## src/rtl/eth_tx_arb.sv

```systemverilog
// eth_tx_arb: frame-level arbiter sharing the 10G MAC 64-bit AXI4-Stream TX port between two sources.
// Latency: 1 cycle from tvalid seen in IDLE to first output beat, then zero-latency combinational data path.
// Backpressure: m_axis_tready passes straight to the granted source; the other source, and both in IDLE/GAP, see tready=0.
//
// Ports:
//   clk156, sys_rst             : MAC core clock, asynchronous active-high reset
//   cfg_fixed_prio              : 1 = port 0 strict priority, 0 = round-robin (sampled only at arbitration)
//   s0_axis_*, s1_axis_*        : source streams (port 0 = TLP encapsulator, port 1 = test-frame generator)
//   m_axis_*                    : stream to MAC TX
//   busy                        : high while transferring a frame or holding the inter-frame gap
//   cur_sel                     : currently / most recently granted port
//   s0_frame_cnt, s1_frame_cnt  : completed frames per port, wrapping
// Optional feature: define ETH_TX_ARB_STATS_EN for live frame counters; otherwise both counters read 0.
module eth_tx_arb #(
  parameter int unsigned IFG_CYCLES = 2,
  parameter int unsigned CNT_WIDTH  = 32
) (
  input  logic                 clk156,
  input  logic                 sys_rst,
  input  logic                 cfg_fixed_prio,
  input  logic                 s0_axis_tvalid,
  output logic                 s0_axis_tready,
  input  logic [63:0]          s0_axis_tdata,
  input  logic [7:0]           s0_axis_tkeep,
  input  logic                 s0_axis_tlast,
  input  logic                 s0_axis_tuser,
  input  logic                 s1_axis_tvalid,
  output logic                 s1_axis_tready,
  input  logic [63:0]          s1_axis_tdata,
  input  logic [7:0]           s1_axis_tkeep,
  input  logic                 s1_axis_tlast,
  input  logic                 s1_axis_tuser,
  output logic                 m_axis_tvalid,
  input  logic                 m_axis_tready,
  output logic [63:0]          m_axis_tdata,
  output logic [7:0]           m_axis_tkeep,
  output logic                 m_axis_tlast,
  output logic                 m_axis_tuser,
  output logic                 busy,
  output logic                 cur_sel,
  output logic [CNT_WIDTH-1:0] s0_frame_cnt,
  output logic [CNT_WIDTH-1:0] s1_frame_cnt
);

  typedef enum logic [1:0] {
    ST_IDLE = 2'd0,
    ST_XFER = 2'd1,
    ST_GAP  = 2'd2
  } state_t;

  localparam logic       HAS_GAP  = (IFG_CYCLES != 0);
  // GAP lasts IFG_CYCLES cycles: the counter starts at IFG_CYCLES-1 and leaves at 0.
  localparam logic [7:0] GAP_LOAD = HAS_GAP ? 8'(IFG_CYCLES - 1) : 8'd0;

  state_t     state_q, state_d;
  logic       sel_q, sel_d;
  logic       last_grant_q, last_grant_d;
  logic [7:0] gap_cnt_q, gap_cnt_d;
  logic       grant;
  logic       frame_done;

  always_comb begin
    state_d        = state_q;
    sel_d          = sel_q;
    last_grant_d   = last_grant_q;
    gap_cnt_d      = gap_cnt_q;
    grant          = 1'b0;
    frame_done     = 1'b0;
    s0_axis_tready = 1'b0;
    s1_axis_tready = 1'b0;
    m_axis_tvalid  = 1'b0;
    m_axis_tdata   = 64'd0;
    m_axis_tkeep   = 8'd0;
    m_axis_tlast   = 1'b0;
    m_axis_tuser   = 1'b0;

    case (state_q)
      ST_IDLE: begin
        // Only a tie under round-robin consults last_grant; otherwise port 0 wins when valid.
        if (!cfg_fixed_prio && s0_axis_tvalid && s1_axis_tvalid) begin
          grant = !last_grant_q;
        end else begin
          grant = !s0_axis_tvalid;
        end
        if (s0_axis_tvalid || s1_axis_tvalid) begin
          sel_d        = grant;
          last_grant_d = grant;
          state_d      = ST_XFER;
        end
      end

      ST_XFER: begin
        // Grant is held even if the source drops tvalid; only a tlast transfer releases it.
        if (sel_q) begin
          m_axis_tvalid  = s1_axis_tvalid;
          m_axis_tdata   = s1_axis_tdata;
          m_axis_tkeep   = s1_axis_tkeep;
          m_axis_tlast   = s1_axis_tlast;
          m_axis_tuser   = s1_axis_tuser;
          s1_axis_tready = m_axis_tready;
        end else begin
          m_axis_tvalid  = s0_axis_tvalid;
          m_axis_tdata   = s0_axis_tdata;
          m_axis_tkeep   = s0_axis_tkeep;
          m_axis_tlast   = s0_axis_tlast;
          m_axis_tuser   = s0_axis_tuser;
          s0_axis_tready = m_axis_tready;
        end
        frame_done = m_axis_tvalid && m_axis_tready && m_axis_tlast;
        if (frame_done) begin
          if (HAS_GAP) begin
            state_d   = ST_GAP;
            gap_cnt_d = GAP_LOAD;
          end else begin
            state_d = ST_IDLE;
          end
        end
      end

      ST_GAP: begin
        if (gap_cnt_q == 8'd0) begin
          state_d = ST_IDLE;
        end else begin
          gap_cnt_d = gap_cnt_q - 8'd1;
        end
      end

      default: state_d = ST_IDLE;
    endcase
  end

  always_ff @(posedge clk156 or posedge sys_rst) begin
    if (sys_rst) begin
      state_q      <= ST_IDLE;
      sel_q        <= 1'b0;
      last_grant_q <= 1'b1;  // makes port 0 the first round-robin winner
      gap_cnt_q    <= 8'd0;
    end else begin
      state_q      <= state_d;
      sel_q        <= sel_d;
      last_grant_q <= last_grant_d;
      gap_cnt_q    <= gap_cnt_d;
    end
  end

  assign busy    = (state_q != ST_IDLE);
  assign cur_sel = sel_q;

`ifdef ETH_TX_ARB_STATS_EN
  logic [CNT_WIDTH-1:0] s0_cnt_q, s0_cnt_d;
  logic [CNT_WIDTH-1:0] s1_cnt_q, s1_cnt_d;

  always_comb begin
    s0_cnt_d = s0_cnt_q;
    s1_cnt_d = s1_cnt_q;
    if (frame_done && !sel_q) s0_cnt_d = s0_cnt_q + CNT_WIDTH'(1);
    if (frame_done &&  sel_q) s1_cnt_d = s1_cnt_q + CNT_WIDTH'(1);
  end

  always_ff @(posedge clk156 or posedge sys_rst) begin
    if (sys_rst) begin
      s0_cnt_q <= '0;
      s1_cnt_q <= '0;
    end else begin
      s0_cnt_q <= s0_cnt_d;
      s1_cnt_q <= s1_cnt_d;
    end
  end

  assign s0_frame_cnt = s0_cnt_q;
  assign s1_frame_cnt = s1_cnt_q;
`else
  assign s0_frame_cnt = '0;
  assign s1_frame_cnt = '0;
`endif

endmodule

```

## config.mk

```make
export PLATFORM = sky130hd
export DESIGN_NAME = eth_tx_arb
export DESIGN_NICKNAME = d
export VERILOG_FILES = /design/src/rtl/eth_tx_arb.sv
export SDC_FILE = /design/constraint.sdc
export NUM_CORES = 1
export LEC_CHECK = 0
export ABC_AREA = 1
export BUFFER_PORTS_ARGS = -buffer_cell sky130_fd_sc_hd__buf_4
export CORE_AREA = 2 2 116 118
export CTS_CLUSTER_SIZE = 16
export DETAILED_ROUTE_END_ITERATION = 8
export DIE_AREA = 0 0 118 120
export HOLD_SLACK_MARGIN = 0.15
export PLACE_DENSITY = 0.48
export SLEW_MARGIN = 20
export SYNTH_ARGS = -nofsm -noshare
export SYNTH_HDL_FRONTEND = slang
export SYNTH_SLANG_ARGS = --single-unit
export TNS_END_PERCENT = 30
```

## constraint.sdc

```tcl
create_clock -name clk156 -period 4.1 [get_ports clk156]
set_clock_uncertainty 0.15 [all_clocks]
set_input_delay 0.615 -clock clk156 [delete_from_list [all_inputs] [get_ports clk156]]
set_output_delay 0.615 -clock clk156 [all_outputs]
set_load 0.02 [all_outputs]
```

* Word-level counts from Yosys, hierarchy flattened
Cells that the tools add are included.
Storage, ports and cells: logic and storage cells 50, output and inout port bits 143, register bits after elaboration 12
Operators by class: add/sub/neg operators 1, reduce and logical (&&, ||, !) cells 15, multiplexer cells 24, equal/unequal tests 6
Operator list (count):
- $mux 64 | 2
- $mux 8 | 4
- $pmux 8 s2 | 1
- $mux 1 | 13
- $logic_not 8->1 | 1
- $ne 2x2->1 const B | 4
- $sub 8x1->8 const B | 1
- $mux 2 | 3
- $pmux 2 s3 | 1
- $reduce_and 3->1 | 2
- $logic_and 1x1->1 | 4
- $reduce_bool 2->1 | 2
- $logic_not 1->1 | 3
- $eq 2x1->1 const B | 1
- $eq 2x2->1 const B | 1
- $logic_not 2->1 | 1
- $reduce_and 2->1 | 1
- $logic_or 1x1->1 | 1

* Longest topological paths before layout
Gate-level depths: netlist of the first run.
word-level depth 6, gate-level depth with buffers 10

* Worst setup path before layout of the first run
No wires, ideal clock.
kind register to output, from reg sel_q (netlist: cur_sel), to out s1_axis_tready, stages on the path, launching flop included 5, setup slack 1.906 ns, buffers on the path 2, data required time 3.335 ns, arrival 1.429 ns, cells stage by stage dfrtp_1 > inv_2 > buf_2 > buf_2 > nor3_1
On the way: cells in the longest elaborated chain, start to end 2
Ends and longest elaborated chain:
- start: declaration | line 56 | logic sel_q, sel_d;
- start signal: assignment | line 140 | sel_q <= sel_d;
- $mux 1 | line 94 | if (sel_q) begin
- $mux 1 | line 77 | case (state_q)
- end: declaration | line 28 | output logic s1_axis_tready,
Every way passes these cells.

* Final worst setup path of the first run
from reg sel_q (netlist: cur_sel), to out m_axis_tdata[7]
On the way: cells in the longest elaborated chain, start to end 2
Ends and longest elaborated chain:
- $mux 64 | line 94
- $mux 64 | line 77
- end: declaration | line 35 | output logic [63:0] m_axis_tdata,
Every way passes these cells.

==> results.cfg, run 1 <==
[run_status]
outcome = complete, no violations

[sta]
setup-tns-final_ns = 0
setup_viol = 0
worstMarginPinSlew_ns = 0.821
hold_violations = 0
fin_crit_ns = 2.88
rsz0062_at_grt = false
relSlewSlack_pct = 45.3
post-route-period-util_pct = 70.3
max_freq_mhz = 347
maxSlewViolCount = 0

[route]
routed_wl_um = 10600
dr_total_vias = 3222
first_pass_iters = 6
drt-initial-drc-count = 142
vias_per_cell = 3.91
drc_errors = 0
wire_per_inst_um = 12.8
ant_nets = 0

[setup_path]
cp_max_fo = 50
rrSetupSlack_ns = 2.01
worstReg2RegStart = cur_sel
critPathCapture = m_axis_tdata[7]
crit_required_ns = 3.34
end_kind = output port
startpoint = cur_sel
slowest_stage = inv_2
path_cells = inv_2, buf_4, nand2_1, a21oi_1, buf_4
reg2regPathDepth = 6
max_stage_delay_ns = 0.58
critPathMostFrequentCell = buf_4
crit_type = reg2out
cp.buffers_inverters = 3
cpLargestDelayFamily = buffers and inverters
critical_path_depth = 5
timing.rr.end = gap_cnt_q[1]
critPathArrivalTime_ns = 2.12
worst_setup_path_start_kind = flip-flop

[clocking]
numCtsBuffers = 3
cts_tree = done
ctsHtreeMaxLevel = 1
clock-sinks = 12
clk_pin_slew_ns = 0.04
clk_latency_ns = 0.24
cts_root_buffer = clkbuf_16
clockBufferDepth = 2
postCtsSetupBuffers = 0
cts_resized = 0
cts_hold_buf = 0

[global_route]
grt_pass1_vias = 2998
antenna_found_initial = 1
grt_use_met3_pct = 2.23
grt_pass1_wl_um = 15700
gr-total-overflow = 0
grt_util_all_layers_pct = 13.5
grt_max_degree = 79
use_met1_pct = 16.3
met2_usage_pct = 25.0
grt.busiest_layer = met2

[run]
max_cap_violations = 0

[logic_synthesis]
synth_top_area_cell = nand2_1
ys_seq_elements = 12
synth-simple-area-share_pct = 38.5
ys_seq_area_share_pct = 13.1
syn_inst = 431
yosys-top-cells-area = nand2_1 31%, buf_4 21%, a21oi_1 16%
muxShareOfSynthArea_pct = 0
syn_avg_cell_area_um2 = 5.36
synth_compound_area_share_pct = 17.7
synth-xor-area-share_pct = 0.759
synthDominantCellAreaShare_pct = 31.4
yosys_warnings = 0
synth-main-ff-cell = dfrtp_1
synthArstFlopShare_pct = 100
synthesis.area_um2 = 2310
synth_adder_area_share_pct = 1.08
synthDistinctLibCells = 26
synth_top_family_by_area = simple AND/OR/NAND/NOR gates
synth_edf_count = 0

[layout]
final_layout_size_suffix_gt1_share_pct = 38.1
layout_common_cells = 236 x buf_4, 193 x nand2_1, 75 x a21oi_1
areaGrowthSynthToFinish_pct = 74.5
n_fill_cell = 1452
final_common_cell = buf_4
nNetsFinal = 803

[placement]
numPortBuffers = 232
dp_hpwl_um = 8410
gp_congestion = 0.794

[die]
die_area_um2 = 14200
die_w_um = 118
die_h_um = 120
design.core.area_um2 = 13000
rows = 42
initial_utilization_pct = 17.8
io-pin-count = 297

[power_and_ir_drop]
power.density_nw_per_um2 = 639
leakage_nw = 2.30
peakVddDrop_mv = 0.328
total_power_mw = 2.57

[min_path]
hp-class = in2async
-- worst min path at each step --
stage               slack (ns)  cells past startpoint    startpoint            to
CTS                       0.27                      2       sys_rst  gap_cnt_q[2]
global route              0.29                      2       sys_rst  gap_cnt_q[1]
finish                    0.25                      2       sys_rst  gap_cnt_q[0]
floorplan                 0.30                      2  gap_cnt_q[1]  gap_cnt_q[1]
detailed placement        0.34                      2  last_grant_q  last_grant_q
global placement          0.32                      2  gap_cnt_q[1]  gap_cnt_q[1]
-- synth_stat cells (3+ instances only) --
cell	n
o21ai_0	4
buf_2	17
nor3_1	4
buf_4	64
dfrtp_1	11
inv_1	18
a21oi_1	75
nand2_1	193
nor2_1	17
nand3_1	5
clkbuf_1	4
buf_1	3
-- area by class of cell --
type / count / area [um^2] / area share [%]
Inverter: 19 / 71.3 / 1.77
Sequential cell: 12 / 303 / 7.52
Multi-Input combinational cell: 375 / 1580 / 39.2
Tap cell: 176 / 220 / 5.47
Antenna cell: 1 / 2.50 / 0.0621
Timing Repair Buffer: 236 / 1770 / 44.0
Clock buffer: 4 / 78.8 / 1.96
-- sequential cells by signal, indices dropped and copies added (netlist names) --
register / count
cur_sel: 1
gap_cnt_q: 8
last_grant_q: 1
state_q: 2
-- layer usage --
metal | wire length, um | up-vias | part of all wire, %
met5 | 0 | - | 0
met4 | 155 | 0 | 1.5
met3 | 589 | 12 | 5.6
met2 | 5470 | 123 | 52
met1 | 4350 | 1439 | 41
li1 | - | 1648 | -
-- logic make-up after synthesis --
kind of cell    Yosys count
simple gates            226
buf+inv                 107
compound gates           81
flops                    12
xor+xnor                  2
fa+ha+maj                 2
other cells               1
-- through the flow --
step	setup slack, ns	area [um^2]	util (%)	hold slack, ns	instances
CTS	1.18	4030	31.0	0.270	822
floorplan	1.91	2540	-	0.299	494
finish	1.22	4030	31.0	0.249	823
global route	1.07	4030	31.0	0.289	822
global placement	1.47	3950	30.4	0.316	818
detailed placement	1.45	3950	30.4	0.337	818
-- power by group --
group	switching, mW	internal (mW)	total [mW]
logic	1.41	0.774	2.18
registers	0.0387	0.171	0.210
clock network	0.0538	0.131	0.185
No activity file was read; power rests on OpenSTA's default activity.
==> run 2, diff against run 1 <==
Settings changed: CORE_AREA 2 2 116 118 to 2 2 115 117, DIE_AREA 0 0 118 120 to 0 0 117 119, PLACE_DENSITY 0.48 to 0.51.
Clock period 4.1 ns to 2.5 ns, I/O delays scaled along.
==> run 2 against run 1 <==
Effect of this change: global-route usage fell by 0.72 points; worst setup slack lost 0.81 ns; wire length decreased by 3.0%; critical path type unchanged; worst hold slack better by 0.10 ns; combinational power increased by 64%; total power increased by 65%; count of clock-buffer cells in the layout did not move; non-clock buffer count grew 4; final cell count up 0.61%; clock power grew 76%; sequential cell count is the same; core utilization rose by 0.60 points.
==> results.cfg, run 2 (same netlist as run 1, synthesis figures left out) <==
[clocking]
clk_pin_slew_ns = 0.05
clock-sinks = 12
cts_root_buffer = clkbuf_16
clockBufferDepth = 2
numCtsBuffers = 3
ctsHtreeMaxLevel = 1
postCtsSetupBuffers = 0
clk_latency_ns = 0.24
cts_tree = done

[run]
max_cap_violations = 0

[route]
dr_total_vias = 3254
ant_nets = 0
first_pass_iters = 5
wire_per_inst_um = 12.4
drt-initial-drc-count = 181
routed_wl_um = 10200
vias_per_cell = 3.93
drc_errors = 0

[global_route]
grt_max_degree = 53
antenna_found_initial = 2
grt_pass1_vias = 2880
grt_pass1_wl_um = 14400
grt.busiest_layer = met2
met2_usage_pct = 23.5
gr-total-overflow = 0
grt_util_all_layers_pct = 12.8
grt_use_met3_pct = 2.70
use_met1_pct = 15.3

[min_path]
hold_depth = 2
hp-class = reg2reg
whs_endpoint = gap_cnt_q[1]
min-delay-start = gap_cnt_q[1]

[sta]
setup_viol = 0
worstMarginPinSlew_ns = 0.540
fin_crit_ns = 2.10
post-route-period-util_pct = 83.9
maxSlewViolCount = 0
relSlewSlack_pct = 64.0
max_freq_mhz = 477
fin_hold_ws_ns = 0.353
rsz0062_at_grt = false
hold_violations = 0
setup-tns-final_ns = 0

[setup_path]
critPathMostFrequentCell = buf_4
crit_type = reg2out
reg2regPathDepth = 8
slowest_stage = dfrtp_2
cpLargestDelayFamily = buffers and inverters
max_stage_delay_ns = 0.42
critPathArrivalTime_ns = 1.57
timing.rr.end = gap_cnt_q[4]
cp.buffers_inverters = 3
crit_required_ns = 1.98
rrSetupSlack_ns = 0.74
cp_max_fo = 39
worst_setup_path_start_kind = flip-flop
end_kind = output port
worstReg2RegStart = cur_sel
path_cells = inv_2, buf_4, nand2_1, a21oi_1, buf_4

[power_and_ir_drop]
switchingPower_mw = 2.44
leakage_nw = 2.32
total_power_mw = 4.25
p_clk_share_pct = 7.6
p_comb_share_pct = 84.0
peakVddDrop_mv = 0.464
intPower_mw = 1.81
netSwitchingFraction_pct = 57.5
seqPwrFrac_pct = 8.3
power.density_nw_per_um2 = 1040

[die]
initial_utilization_pct = 17.9
die_w_um = 117
rows = 42
design.core.area_um2 = 12900
die_area_um2 = 13900
io-pin-count = 297
die_h_um = 119

[layout]
layout.cells.non_filler = 828
final_layout_size_suffix_gt1_share_pct = 38.5
n_fill_cell = 1454
multi_input_area_um2 = 1580
areaGrowthSynthToFinish_pct = 76.4
regArea_um2 = 303
reg_top3 = gap_cnt_q: 8 flops, state_q: 2 flops
largest_reg_flops = 8
nNetsFinal = 807
final_common_cell = buf_4
top_register = gap_cnt_q
layout_common_cells = 239 x buf_4, 193 x nand2_1, 75 x a21oi_1

[placement]
gp_congestion = 0.791
numPortBuffers = 232
dp_hpwl_um = 8330
dp_cells = 821

[run_status]
outcome = complete, no violations
==> run 2: layout make-up <==
type | instances | area share (%)
timing repair buffer | 240 | 44.3
multi-input combinational | 375 | 38.8
sequential | 12 | 7.43
tap | 176 | 5.41
clock buffer | 4 | 2.18
inverter | 19 | 1.75
antenna | 2 | 0.123
==> run 2: metal layers <==
layer  vias to the layer above  wire length [um]
met1                      1439              4070
met4                         0               144
met2                       141              5190
met5                         -                 0
li1                       1660                 -
met3                        14               841
==> run 2: worst max path at each step <==
stage | start | endpoint | slack, ns | cells after the start
2_1_floorplan | cur_sel | s1_axis_tready | 0.55 | 4
3_3_place_gp | cur_sel | m_axis_tdata[0] | 0.63 | 5
3_5_place_dp | cur_sel | m_axis_tdata[21] | 0.63 | 5
4_1_cts | cur_sel | m_axis_tdata[21] | 0.37 | 5
5_1_grt | cur_sel | m_axis_tdata[21] | 0.31 | 5
6_report | cur_sel | m_axis_tdata[0] | 0.40 | 5
==> run 2: what timing repair did <==
| item | 4_1_cts | 5_1_grt |
|---|---|---|
| hold buffers | 1 | 0 |
| resized for setup | 0 | 0 |
| hold endpoints to repair | 11 | 0 |
==> run 2: stage by stage <==
stage	worst slack, ns	cell area (um^2)	utilization, %
floorplan	0.546	2540	-
global placement	0.632	3970	30.8
detailed placement	0.634	3970	30.8
CTS	0.375	4070	31.6
global route	0.310	4070	31.6
finish	0.403	4070	31.6
==> run 2: worst min-delay path: stages (launching register included) <==
cell	delay (ns)
dfrtp_1	0.35
nand2_1	0.06
nand2_1	0.06
==> run 2: power groups by stage <==
stage / combinational [mW] / sequential [mW] / clock (mW)
floorplan: 2.30 / 0.349 / 0
global placement: 3.59 / 0.348 / 0
detailed placement: 3.60 / 0.355 / 0
CTS: 3.61 / 0.353 / 0.335
global route: 3.91 / 0.365 / 0.346
finish: 3.57 / 0.354 / 0.325
